==> src/rtl/key_search_controller.sv <==
// Brute-force RC4 key search controller.
// Walks the key from KEY_FIRST to KEY_LAST. For each key it launches the decode
// sequencer, waits for it, then launches the plaintext checker. The search stops
// on the first passing key (found) or after KEY_LAST fails (exhausted).
//
// Ports:
//   clk            - clock, rising edge
//   reset          - synchronous, active-high reset
//   start          - level-sampled request to begin a search (ignored while busy)
//   abort          - cancels a search in progress
//   decode_finish  - pulse: decode sequence for the current key has completed
//   check_finish   - pulse: plaintext checker has completed
//   check_pass     - checker verdict, valid together with check_finish
//   key            - key under test
//   decode_start   - pulse launching the decode sequence
//   check_start    - pulse launching the plaintext checker
//   busy           - search in progress
//   found          - last search ended with a passing key (held in key)
//   exhausted      - last search tried KEY_LAST without a pass
//   keys_tried     - number of check verdicts received in the current/last search
module key_search_controller #(
  parameter int unsigned          KEY_WIDTH = 24,
  parameter logic [KEY_WIDTH-1:0] KEY_FIRST = 24'h000000,
  parameter logic [KEY_WIDTH-1:0] KEY_LAST  = 24'h3FFFFF
) (
  input  logic                 clk,
  input  logic                 reset,
  input  logic                 start,
  input  logic                 abort,
  input  logic                 decode_finish,
  input  logic                 check_finish,
  input  logic                 check_pass,
  output logic [KEY_WIDTH-1:0] key,
  output logic                 decode_start,
  output logic                 check_start,
  output logic                 busy,
  output logic                 found,
  output logic                 exhausted,
  output logic [KEY_WIDTH:0]   keys_tried
);

  typedef enum logic [3:0] {
    StIdle,
    StLoad,
    StStartDec,
    StWaitDec,
    StStartChk,
    StWaitChk,
    StNextKey,
    StFound,
    StExhaust
  } state_e;

  localparam logic [KEY_WIDTH-1:0] KeyOne   = {{(KEY_WIDTH-1){1'b0}}, 1'b1};
  localparam logic [KEY_WIDTH:0]   TriedOne = {{KEY_WIDTH{1'b0}}, 1'b1};

  state_e state_q, state_d;
  logic   busy_now;

  function automatic logic is_busy(input state_e s);
    return s inside {StLoad, StStartDec, StWaitDec, StStartChk, StWaitChk, StNextKey};
  endfunction

  assign busy_now = is_busy(state_q);

  always_comb begin
    state_d = state_q;
    case (state_q)
      StIdle:     if (start && !abort) state_d = StLoad;
      StLoad:     state_d = StStartDec;
      StStartDec: state_d = StWaitDec;
      StWaitDec:  if (decode_finish) state_d = StStartChk;
      StStartChk: state_d = StWaitChk;
      StWaitChk: begin
        if (check_finish) begin
          if (check_pass)           state_d = StFound;
          else if (key == KEY_LAST) state_d = StExhaust;
          else                      state_d = StNextKey;
        end
      end
      StNextKey:  state_d = StStartDec;
      StFound:    if (start) state_d = StLoad;
      StExhaust:  if (start) state_d = StLoad;
      default:    state_d = StIdle;
    endcase
    // Abort beats every other transition, including a same-cycle verdict.
    if (busy_now && abort) state_d = StIdle;
  end

  // Outputs are registered and decoded from the next state so each pulse lines
  // up exactly with the cycle spent in its state.
  always_ff @(posedge clk) begin
    if (reset) begin
      state_q      <= StIdle;
      key          <= KEY_FIRST;
      keys_tried   <= '0;
      decode_start <= 1'b0;
      check_start  <= 1'b0;
      busy         <= 1'b0;
      found        <= 1'b0;
      exhausted    <= 1'b0;
    end else begin
      state_q      <= state_d;
      decode_start <= (state_d == StStartDec);
      check_start  <= (state_d == StStartChk);
      busy         <= is_busy(state_d);
      found        <= (state_d == StFound);
      exhausted    <= (state_d == StExhaust);
      if (!(busy_now && abort)) begin
        if (state_q == StLoad) begin
          key        <= KEY_FIRST;
          keys_tried <= '0;
        end
        if (state_q == StWaitChk && check_finish) begin
          keys_tried <= keys_tried + TriedOne;
        end
        // NEXT_KEY is only reached when key != KEY_LAST, so this never wraps.
        if (state_q == StNextKey) begin
          key <= key + KeyOne;
        end
      end
    end
  end

endmodule

==> config.mk <==
export PLATFORM = sky130hd
export DESIGN_NAME = key_search_controller
export DESIGN_NICKNAME = d
export VERILOG_FILES = /design/src/rtl/key_search_controller.sv
export SDC_FILE = /design/constraint.sdc
export NUM_CORES = 1
export LEC_CHECK = 0
export CELL_PAD_IN_SITES_DETAIL_PLACEMENT = 1
export CELL_PAD_IN_SITES_GLOBAL_PLACEMENT = 2
export CORE_MARGIN = 1.5
export CORE_UTILIZATION = 29
export CTS_BUF_LIST = sky130_fd_sc_hd__clkbuf_8 sky130_fd_sc_hd__clkbuf_16
export CTS_CLUSTER_DIAMETER = 30
export DETAILED_ROUTE_END_ITERATION = 10
export PLACE_DENSITY_LB_ADDON = 0.1
export SLEW_MARGIN = 20
export SYNTH_ARGS = -nofsm -noshare
export SYNTH_HDL_FRONTEND = slang
export SYNTH_SLANG_ARGS = --single-unit
export TNS_END_PERCENT = 1
==> constraint.sdc <==
create_clock -name clk -period 2.1 [get_ports clk]
set_clock_uncertainty 0.1 [all_clocks]
set_input_delay 0.525 -clock clk [delete_from_list [all_inputs] [get_ports clk]]
set_output_delay 0.525 -clock clk [all_outputs]
set_load 0.01 [all_outputs]
==> metrics.md, run 1 <==
| Metric | Value |
|---|---|
| Outcome | `finished clean` |
| Synth unique cells | `44` |
| Power Density | `575 nW/um^2` |
| Number of remaining DRC errors | `0` |
| CTS tree | `built` |
| Dominant synthesized flop cell | `dfxtp_1` |
| Layout cells sized above 1 | `0.162` |
| Port bufs | `60` |
| M1 GR Usage | `0.193` |
| Peak Freq | `roughly 490 MHz` |
| Leak Pwr | `between 1 and 1.5 nW` |
| Largest net degree at the start of global routing | `46` |
| Die Area | `10,100 um^2` |
| GR Util met3 | `0.0369` |
| DRT Pass-1 Iters | `4` |
| Top delay family on crit path | `buffers and inverters` |
| Reg-to-Reg End | `keys_tried[24]` |
| Fillers | `about 1,100` |
| Synth area leader | `dfxtp_1` |
| Worst Setup End Kind | `output pin` |
| Crit path required time | `between 1000 and 1500 ps` |
| Yosys top cell area share | `0.423` |
| Final wirelength | `~7400 um` |
| Clock root cell | `clkbuf_8` |
| R2R Setup Slk | `approximately 170 ps` |
| Vias in the first global route | `between 2,000 and 3,000` |
| Synth Area in Compound Gates | `0.0907` |
| Worst VDD drop | `0.227 mV` |
| Dpl hpwl | `5480 um` |
| Ports | `61` |
| H-tree depth | `3` |
| Nets | `between 400 and 500` |
| Layout area overhead | `43.5%` |
| Antenna-violating nets left | `0` |
| Setup_tns | `0 ps` |
| Post-synthesis adder-cell area fraction | `0.00912` |
| Syn Inst Count | `around 320` |
| FF/Latch Area | `between 1000 and 1500 um^2` |
| CP max FO | `7` |
| Most common cell in the netlist | `nor2_1` |
| Critical path arrival | `between 1000 and 1500 ps` |
| Largest family of logic cells by synthesized area | `simple AND/OR/NAND/NOR gates` |
| Layer with the highest usage | `met2` |
| Slowest CP cell | `clkdlybuf4s50_1` |
| Clock latency on the worst-skew pair | `between 300 and 400 ps` |
| Clock Tree Buf Depth | `2` |
| Seq/Total Area, Yosys | `0.423` |
| Post-synth EDFFs | `0` |
| Seq cells post-synth | `58` |
| Kind of critical path | `flip-flop to output pin` |
| Routed via count | `2,606` |
| Buf/Inv on CP | `1` |
| Worst path depth | `1` |
| Final count of negative-setup-slack endpoints | `0` |
| Hold Path Stages | `2` |
| Unrepaired setup endpoints after global routing | `false` |
| Worst reg2reg startpoint | `keys_tried[14]` |
| Post-Place Worst Slack | `-416 ps` |
| Final Hold Vio Count | `0` |
| Max cap viols | `0` |
| Placeable Area | `9200 um^2` |
| Number of max-slew violations in the final report | `0` |
| Final Cycle Share | `0.964` |
| Initial Utilization | `0.299` |
| Diodes inserted | `0` |
| Antenna violations before repair | `0` |
| Synth warnings | `0` |
| Die Wd | `approximately 100 um` |
| Synth Area in Simple Gates | `0.325` |
| First-pass GRT wire length | `roughly 12,000 um` |
| Global route overflow | `0` |
| Worst-margin pin slew | `about 480 ps` |
| Slew HR | `0.678` |
| Hold endpoint | `keys_tried[24]` |
| Mean post-synth cell area | `about 8.5 um^2` |
| Worst hold path type | `flip-flop to flip-flop` |
| Total power | `about 2.3 mW` |
| Hold Slack | `approximately 420 ps` |
| Commonest cells in the netlist | `nor2_1 (60), dfxtp_1 (58), xor2_1 (24)` |
| Detailed Route Iter0 Violations | `35` |
| GRT Util Overall | `0.154` |
| Crit path launch type | `flip-flop` |
| Syn nets | `331` |
| Rows | `35` |
| Worst R2R Path Depth | `6` |
| Final Critical Period | `2020 ps` |
| Worst-path clk slew | `approximately 70 ps` |
| Hold Crit Start | `keys_tried[24]` |
| Setup ws final | `76.2 ps` |
| Top post-synthesis cells by area | `dfxtp_1 (42%), nor2_1 (8.2%), xor2_1 (7.7%), xnor2_1 (4.8%), nand3_1 (3.3%)` |
| GR Util met2 | `0.260` |
| Critical Path, Cell by Cell | `clkdlybuf4s50_1` |
| Cts bufs inserted | `9` |
| Mux contribution to synthesized area | `0` |
| Core Util, Final | `0.428` |
| Synth Cell Area | `2750 um^2` |
| Vias per Instance | `approximately 4.8` |
| Synth Area in XOR/XNOR | `0.124` |
| TritonCTS Sinks | `between 50 and 60` |
| Gp weighted congestion | `slightly above 0.7` |
| Wirelength per Cell | `between 10 and 15 um` |
| Die Y | `100 um` |
| Fraction of registers with async set/reset | `0` |
| Multi-input logic area | `around 1500 um^2` |
| Crit path largest cell delay | `a little under 600 ps` |
==> layer usage <==
metal	wire length, um	vias up	share of wire
met5	0	-	0
met4	84	0	0.011
met3	246	8	0.033
met2	3380	41	0.46
met1	3660	1251	0.50
li1	-	1306	-
==> cells in the final DEF, fill, tap and decap left out, types with 8 or more instances in the layout <==
master / synthesis / layout
inv_1: 9 / 11
dfxtp_1: 58 / 55
a21oi_1: 15 / 15
clkbuf_8: 0 / 10
nor2_1: 60 / 60
o21ai_0: 11 / 11
xor2_1: 24 / 24
buf_4: 0 / 38
nor2b_1: 8 / 8
nand4_1: 13 / 13
nand3_1: 18 / 18
clkdlybuf4s50_1: 0 / 58
xnor2_1: 15 / 15
nand2_1: 16 / 16
==> where the power goes <==
part / switching [mW] / internal [mW] / leakage (nW)
clock network: 0.432 / 0.561 / 0.105
registers: 0.00884 / 1.11 / 0.469
logic: 0.0821 / 0.0725 / 0.907
total: 0.522 / 1.74 / 1.48
==> per-stage QoR <==
step | area (um^2) | instances
floorplan | 2750 | 322
global placement | 3740 | 521
detailed placement | 3740 | 521
CTS | 3920 | 536
global route | 3940 | 538
finish | 3940 | 538
==> worst max-delay path by stage <==
stage	start	endpoint
floorplan	abort	keys_tried[23]
global placement	abort	keys_tried[20]
detailed placement	abort	keys_tried[20]
CTS	check_finish	keys_tried[20]
global route	keys_tried[14]	keys_tried[24]
finish	keys_tried[2]	keys_tried[2]
==> area by class of cell <==
class,instances,share of cell area
inverters,10,0.00953
multi-input cells,245,0.383
flip-flops and latches,58,0.296
clock buffers,10,0.0349
clock inverters,5,0.0121
well taps,111,0.0352
repair buffers,99,0.229
==> kinds of logic (layout without fill, tap and decap cells) <==
kind of cell / Yosys count / count (layout)
AND/OR/NAND/NOR: 164 / 164
AO/OA/AOI/OAI: 40 / 40
adder cells (fa/ha/maj): 2 / 2
XOR/XNOR: 39 / 39
flip-flops: 58 / 58
buffers and inverters: 19 / 124
==> timing repair <==
item / in CTS / in global routing
pin swaps: 1 / 5
endpoints found under the setup margin: 4 / 11
hold buffers: 0 / 0
hold endpoints to repair: 0 / 0
setup buffers: 0 / 2
gates resized for setup: 1 / 7
gates cloned: 0 / 0
==> state kept, by name, summed over array words and instances (netlist names) <==
register,count
busy,1
found,1
exhausted,1
state_q,4
keys_tried,25
check_start,1
key,24
decode_start,1
==> tightest hold or removal path, stage by stage, from the launching register on <==
cell	delay [ps]
dfxtp_1	340
xnor2_1	70
nor2_1	70
No activity file was read; power rests on OpenSTA's default activity.
==> run 2, diff against run 1 <==
- GPL_TIMING_DRIVEN: default -> 0
==> run 2 against run 1 <==
- cell count is 4.6% lower
- core utilization is 1.9 points lower
- register-to-register slack worse by 100 ps
- combinational power is 15% lower
- worst setup slack worse by 14 ps
- global-route usage is 0.30 points lower
- maximum frequency is 0.71% lower
- highest routed layer unchanged
==> metrics.md, run 2 (same netlist as run 1, synthesis figures left out) <==
| Metric | Value |
|---|---|
| Outcome | `finished clean` |
| First-pass GRT wire length | `between 10,000 and 15,000 um` |
| Number of flip-flops in the largest register | `25` |
| Switching power | `between 0.5 and 0.6 mW` |
| Top delay family on crit path | `buffers and inverters` |
| Final Cycle Share | `0.971` |
| Worst-margin pin slew | `between 500 and 600 ps` |
| Slowest CP cell | `clkdlybuf4s50_1` |
| Most frequent cells in the layout | `nor2_1 (59), dfxtp_1 (58), clkdlybuf4s50_1 (58)` |
| GRT Util Overall | `0.151` |
| DRT Pass-1 Iters | `4` |
| Initial Utilization | `0.299` |
| Rows | `35` |
| Total power | `2.27 mW` |
| Clock Tree Buf Depth | `2` |
| Worst hold path type | `flip-flop to flip-flop` |
| Sequential power share | `0.489` |
| Vias per Instance | `~4.8` |
| Final wirelength | `7090 um` |
| Placeable Area | `just over 9000 um^2` |
| Final Hold Vio Count | `0` |
| Max cap viols | `0` |
| Final count of negative-setup-slack endpoints | `0` |
| Largest net degree at the start of global routing | `11` |
| Diodes inserted | `0` |
| Critical Path, Cell by Cell | `clkdlybuf4s50_1` |
| Comb power frac | `0.058` |
| H-tree depth | `3` |
| Power Density | `just over 600 nW/um^2` |
| Final Critical Period | `slightly above 2000 ps` |
| CP max FO | `6` |
| Die Y | `~100 um` |
| Wirelength per Cell | `13.8 um` |
| Switching part of the total | `0.241` |
| Detailed Route Iter0 Violations | `35` |
| Top Registers | `keys_tried (25), key (24), state_q (4)` |
| Die Wd | `100 um` |
| Die Area | `between 10,000 and 15,000 um^2` |
| Worst-path clk slew | `70 ps` |
| Reg with most FFs | `keys_tried` |
| Port bufs | `60` |
| Crit path largest cell delay | `about 600 ps` |
| Routed via count | `between 2,000 and 2,500` |
| Clock root cell | `clkbuf_8` |
| Worst VDD drop | `between 0.2 and 0.25 mV` |
| Antenna violations before repair | `0` |
| Clk network pwr share | `0.453` |
| Crit path required time | `roughly 1500 ps` |
| Worst Setup End Kind | `output pin` |
| Layout cells sized above 1 | `0.117` |
| Number of max-slew violations in the final report | `0` |
| Peak Freq | `between 400 and 500 MHz` |
| Number of remaining DRC errors | `0` |
| Critical path arrival | `~1400 ps` |
| Nets | `between 400 and 500` |
| Layout area overhead | `37.1%` |
| Vias in the first global route | `2,398` |
| CTS tree | `built` |
| Unrepaired setup endpoints after global routing | `true` |
| Cts bufs inserted | `9` |
| Ports | `61` |
| Cts hold-fix bufs | `0` |
| Crit path launch type | `flip-flop` |
| Clock latency on the worst-skew pair | `between 300 and 400 ps` |
| Fillers | `1,121` |
| TritonCTS Sinks | `58` |
| Hold Slack | `about 420 ps` |
| Leak Pwr | `1.34 nW` |
| Antenna-violating nets left | `0` |
| Dpl hpwl | `5170 um` |
| Kind of critical path | `flip-flop to output pin` |
| Global route overflow | `0` |
| Commonest non-fill, non-tap cell in the layout | `nor2_1` |
| Gp weighted congestion | `just over 0.7` |
| Slew HR | `0.622` |
| Buf/Inv on CP | `1` |
| Int Power | `~1.7 mW` |
run 2: changes by cell type in the layout (fill, tap and decap cells not counted), sizes merged:
cell and delta:
dlygate4sd2 +1, clkinvlp +2, buf -30, dlymetal6s2s -1, clkdlybuf4s15 +1, inv -2, clkbuf +4
run 2: worst paths after layout:
kind	from	end	slack (ps)	cells past startpoint
setup / recovery	key[4]	key[4]	60	1
hold / removal	keys_tried[24]	keys_tried[24]	420	2
setup reg to reg	key[8]	busy	70	6
hold reg to reg	keys_tried[24]	keys_tried[24]	420	2
run 2: per-layer routing:
layer,wire [um],vias to the layer above,GRT usage,share of wire
met4,127,0,0.0715,0.018
met5,0,-,0,0
met1,3600,1150,0.205,0.51
met2,3180,43,0.233,0.45
met3,186,10,0.0258,0.026
li1,-,1254,-,-
run 2: layout make-up:
cell class / count / area, um^2 / area share
Clock buffer: 10 / 138 / 0.0366
Sequential cell: 58 / 1160 / 0.309
Buffer: 9 / 42.5 / 0.0113
Inverter: 10 / 37.5 / 0.00998
Multi-Input combinational cell: 245 / 1550 / 0.412
Timing Repair Buffer: 65 / 638 / 0.170
Clock inverter: 5 / 55.1 / 0.0146
Tap cell: 111 / 139 / 0.0369
run 2: timing repair:
action	CTS	global route
gates cloned	0	0
setup endpoints to repair	47	19
pin swaps	5	1
gates resized for setup	8	8
hold endpoints to repair	0	0
setup buffers	4	1
run 2: through the flow:
| stage | instances | instance area, um^2 | utilization | setup WS (ps) | setup TNS, ps |
|---|---|---|---|---|---|
| detailed placement | 493 | 3480 | 0.379 | -727 | -26820 |
| global placement | 493 | 3480 | 0.379 | -745 | -27890 |
| global route | 513 | 3760 | 0.409 | -94.0 | -646 |
| CTS | 512 | 3720 | 0.404 | 32.4 | 0 |
| floorplan | 322 | 2750 | - | 266 | 0 |
| finish | 513 | 3760 | 0.409 | 61.8 | 0 |
run 2: power by group through the flow:
stage          registers, mW  logic (mW)  clock network, mW
6_report                1.11       0.131               1.03
2_1_floorplan           1.14      0.0745                  0
3_5_place_dp            1.14       0.129                  0
5_1_grt                 1.11       0.147               1.12
4_1_cts                 1.11       0.133               1.07
3_3_place_gp            1.14       0.131                  0
==> run 3, diff against run 2 <==
- CORE_UTILIZATION: 29 -> 26
- clock period: 2.1 -> 1.7 ns (I/O delays scaled with it)
==> run 3 against run 2 <==
- the flow now finishes with violations (negative setup slack)
- critical path depth is 6 higher
- hold slack worse by 10 ps
- clock power rose by 25%
- global-route usage shrank 0.68 points
- sequential share of layout area up 0.074 points
- die area up 11%
- worst setup slack lost 190 ps
- core utilization decreased by 3.0 points
==> metrics.md, run 3 (same netlist as run 1, synthesis figures left out) <==
| Metric | Value |
|---|---|
| Clock root cell | `clkbuf_8` |
| Multi-input logic area | `approximately 1600 um^2` |
| Cts hold-fix bufs | `0` |
| Power Density | `between 700 and 800 nW/um^2` |
| Final Hold Vio Count | `0` |
| Ports | `just over 60` |
| Clock Tree Buf Depth | `2` |
| Number of max-slew violations in the final report | `0` |
| Vias per Instance | `around 4.6` |
| Antenna violations before repair | `0` |
| Reg-to-Reg End | `keys_tried[20]` |
| Slowest CP cell | `nor4b_4` |
| Clock latency on the worst-skew pair | `340 ps` |
| Fillers | `between 1,000 and 1,500` |
| Comb power frac | `0.062` |
| Design area | `around 3900 um^2` |
| Max cap viols | `0` |
| Sequential power share | `0.484` |
| Hold Slack | `slightly above 400 ps` |
| Layout cells sized above 1 | `0.218` |
| Kind of critical path | `primary input to flip-flop` |
| First-pass GRT wire length | `between 10,000 and 15,000 um` |
| Non-Filler Instances | `between 500 and 600` |
| Hold Path Stages | `2` |
| Peak Freq | `546 MHz` |
| Initial Utilization | `0.267` |
| TritonCTS Sinks | `58` |
| Most frequent cells in the layout | `nor2_1 (59), dlygate4sd2_1 (55), dfxtp_1 (29)` |
| Worst reg2reg startpoint | `state_q[3]` |
| H-tree depth | `3` |
| Slew HR | `0.762` |
| Total power | `2.83 mW` |
| Worst hold path type | `flip-flop to flip-flop` |
| Int Power | `between 2 and 2.5 mW` |
| Post-Place Worst Slack | `-1030 ps` |
| Layout area overhead | `41.9%` |
| CP max FO | `5` |
| Crit path largest cell delay | `between 300 and 400 ps` |
| Placed insts | `518` |
| Outcome | `complete, but fails checks` |
| R2R Setup Slk | `-120 ps` |
| Critical Path, Cell by Cell | `clkdlybuf4s15_2, nor4b_4, and4bb_1, nand4_1, buf_6, or3_1, a21oi_1` |
| Dpl hpwl | `about 5500 um` |
| Nets | `just over 400` |
| Routed via count | `2,502` |
| Number of remaining DRC errors | `0` |
| Switching part of the total | `0.235` |
| Worst Setup End Kind | `flip-flop` |
| Crit path launch type | `primary input` |
| Crit path required time | `between 1500 and 2000 ps` |
| CTS tree | `built` |
| Reg with most FFs | `keys_tried` |
| Wirelength per Cell | `~14 um` |
| Placed Area | `3550 um^2` |
| Final wirelength | `between 7000 and 8000 um` |
| Switching power | `~0.67 mW` |
| Final Cycle Share | `1.08` |
| Antenna-violating nets left | `0` |
| Placeable Area | `between 10,000 and 15,000 um^2` |
| Worst VDD drop | `0.302 mV` |
| Commonest non-fill, non-tap cell in the layout | `nor2_1` |
| Global route overflow | `0` |
| Unrepaired setup endpoints after global routing | `true` |
| Final Critical Period | `~1800 ps` |
| Number of flip-flops in the largest register | `25` |
| Largest net degree at the start of global routing | `11` |
| Failing checks | `negative setup slack` |
| Setup crit start | `abort` |
| Leak Pwr | `1.69 nW` |
| Gp weighted congestion | `0.725` |
| Clk network pwr share | `0.454` |
| Die Y | `106 um` |
| Die Area | `around 11,000 um^2` |
| Worst setup endpoint | `keys_tried[20]` |
| GRT Util Overall | `0.144` |
| Worst R2R Path Depth | `6` |
| Top Registers | `keys_tried (25), key (24), state_q (4)` |
| Diodes inserted | `0` |
| Vias in the first global route | `around 2,500` |
| Worst-margin pin slew | `about 360 ps` |
| Final count of negative-setup-slack endpoints | `22` |
| Critical path arrival | `1990 ps` |
| Rows | `37` |
| Port bufs | `60` |
| Die Wd | `106 um` |
| Detailed Route Iter0 Violations | `38` |
| Cts bufs inserted | `9` |
| Worst-path clk slew | `around 60 ps` |
| DRT Pass-1 Iters | `4` |
| FF/Latch Area | `around 1200 um^2` |
| Setup ws final | `-132 ps` |
-- run 3: layout make-up --
type | count | share of cell area
multi-input cells | 245 | 0.417
clock buffers | 11 | 0.0389
well taps | 136 | 0.0437
clock inverters | 3 | 0.0103
repair buffers | 68 | 0.156
flip-flops and latches | 58 | 0.309
plain buffers | 8 | 0.0151
inverters | 10 | 0.00964
-- run 3: power groups by stage --
| stage | Clock, mW | Sequential (mW) | Combinational, mW |
|---|---|---|---|
| after floorplan | 0 | 1.41 | 0.0921 |
| after global placement | 0 | 1.41 | 0.162 |
| after detailed placement | 0 | 1.41 | 0.161 |
| after CTS | 1.32 | 1.37 | 0.177 |
| after global routing | 1.42 | 1.37 | 0.195 |
| final | 1.29 | 1.37 | 0.176 |
-- run 3: metal layers --
| metal | vias to the layer above | wire [um] | share of wire | GRT usage |
|---|---|---|---|---|
| met3 | 10 | 243 | 0.032 | 0.0322 |
| met5 | - | 0 | 0 | 0 |
| met2 | 39 | 3450 | 0.46 | 0.223 |
| met1 | 1192 | 3740 | 0.50 | 0.195 |
| met4 | 0 | 120 | 0.016 | 0.0550 |
| li1 | 1261 | - | - | - |
-- run 3: timing repair --
action	CTS	global route
resized for setup	111	5
endpoints found under the setup margin	108	53
pin swaps	11	8
setup buffers	8	0
-- run 3: worst max-delay path, delay by kind of cell --
family | cells | cell delay, ps
AO/OA/AOI/OAI | 1 | 120
buffers and inverters | 2 | 400
AND/OR/NAND/NOR | 4 | 1050
-- run 3: stage by stage --
stage                      util  setup TNS, ps
after floorplan               -           -114
after global placement    0.346         -46870
after detailed placement  0.346         -45160
after CTS                 0.377          -1590
after global routing      0.379          -7210
final                     0.379          -1260
-- run 3: worst min path at each step --
| stage | from | endpoint | slack [ps] |
|---|---|---|---|
| detailed placement | keys_tried[24] | keys_tried[24] | 410 |
| global route | keys_tried[9] | keys_tried[9] | 450 |
| finish | keys_tried[20] | keys_tried[20] | 410 |
| floorplan | reset | key[0] | 400 |
| CTS | keys_tried[20] | keys_tried[20] | 410 |
| global placement | keys_tried[7] | keys_tried[7] | 400 |
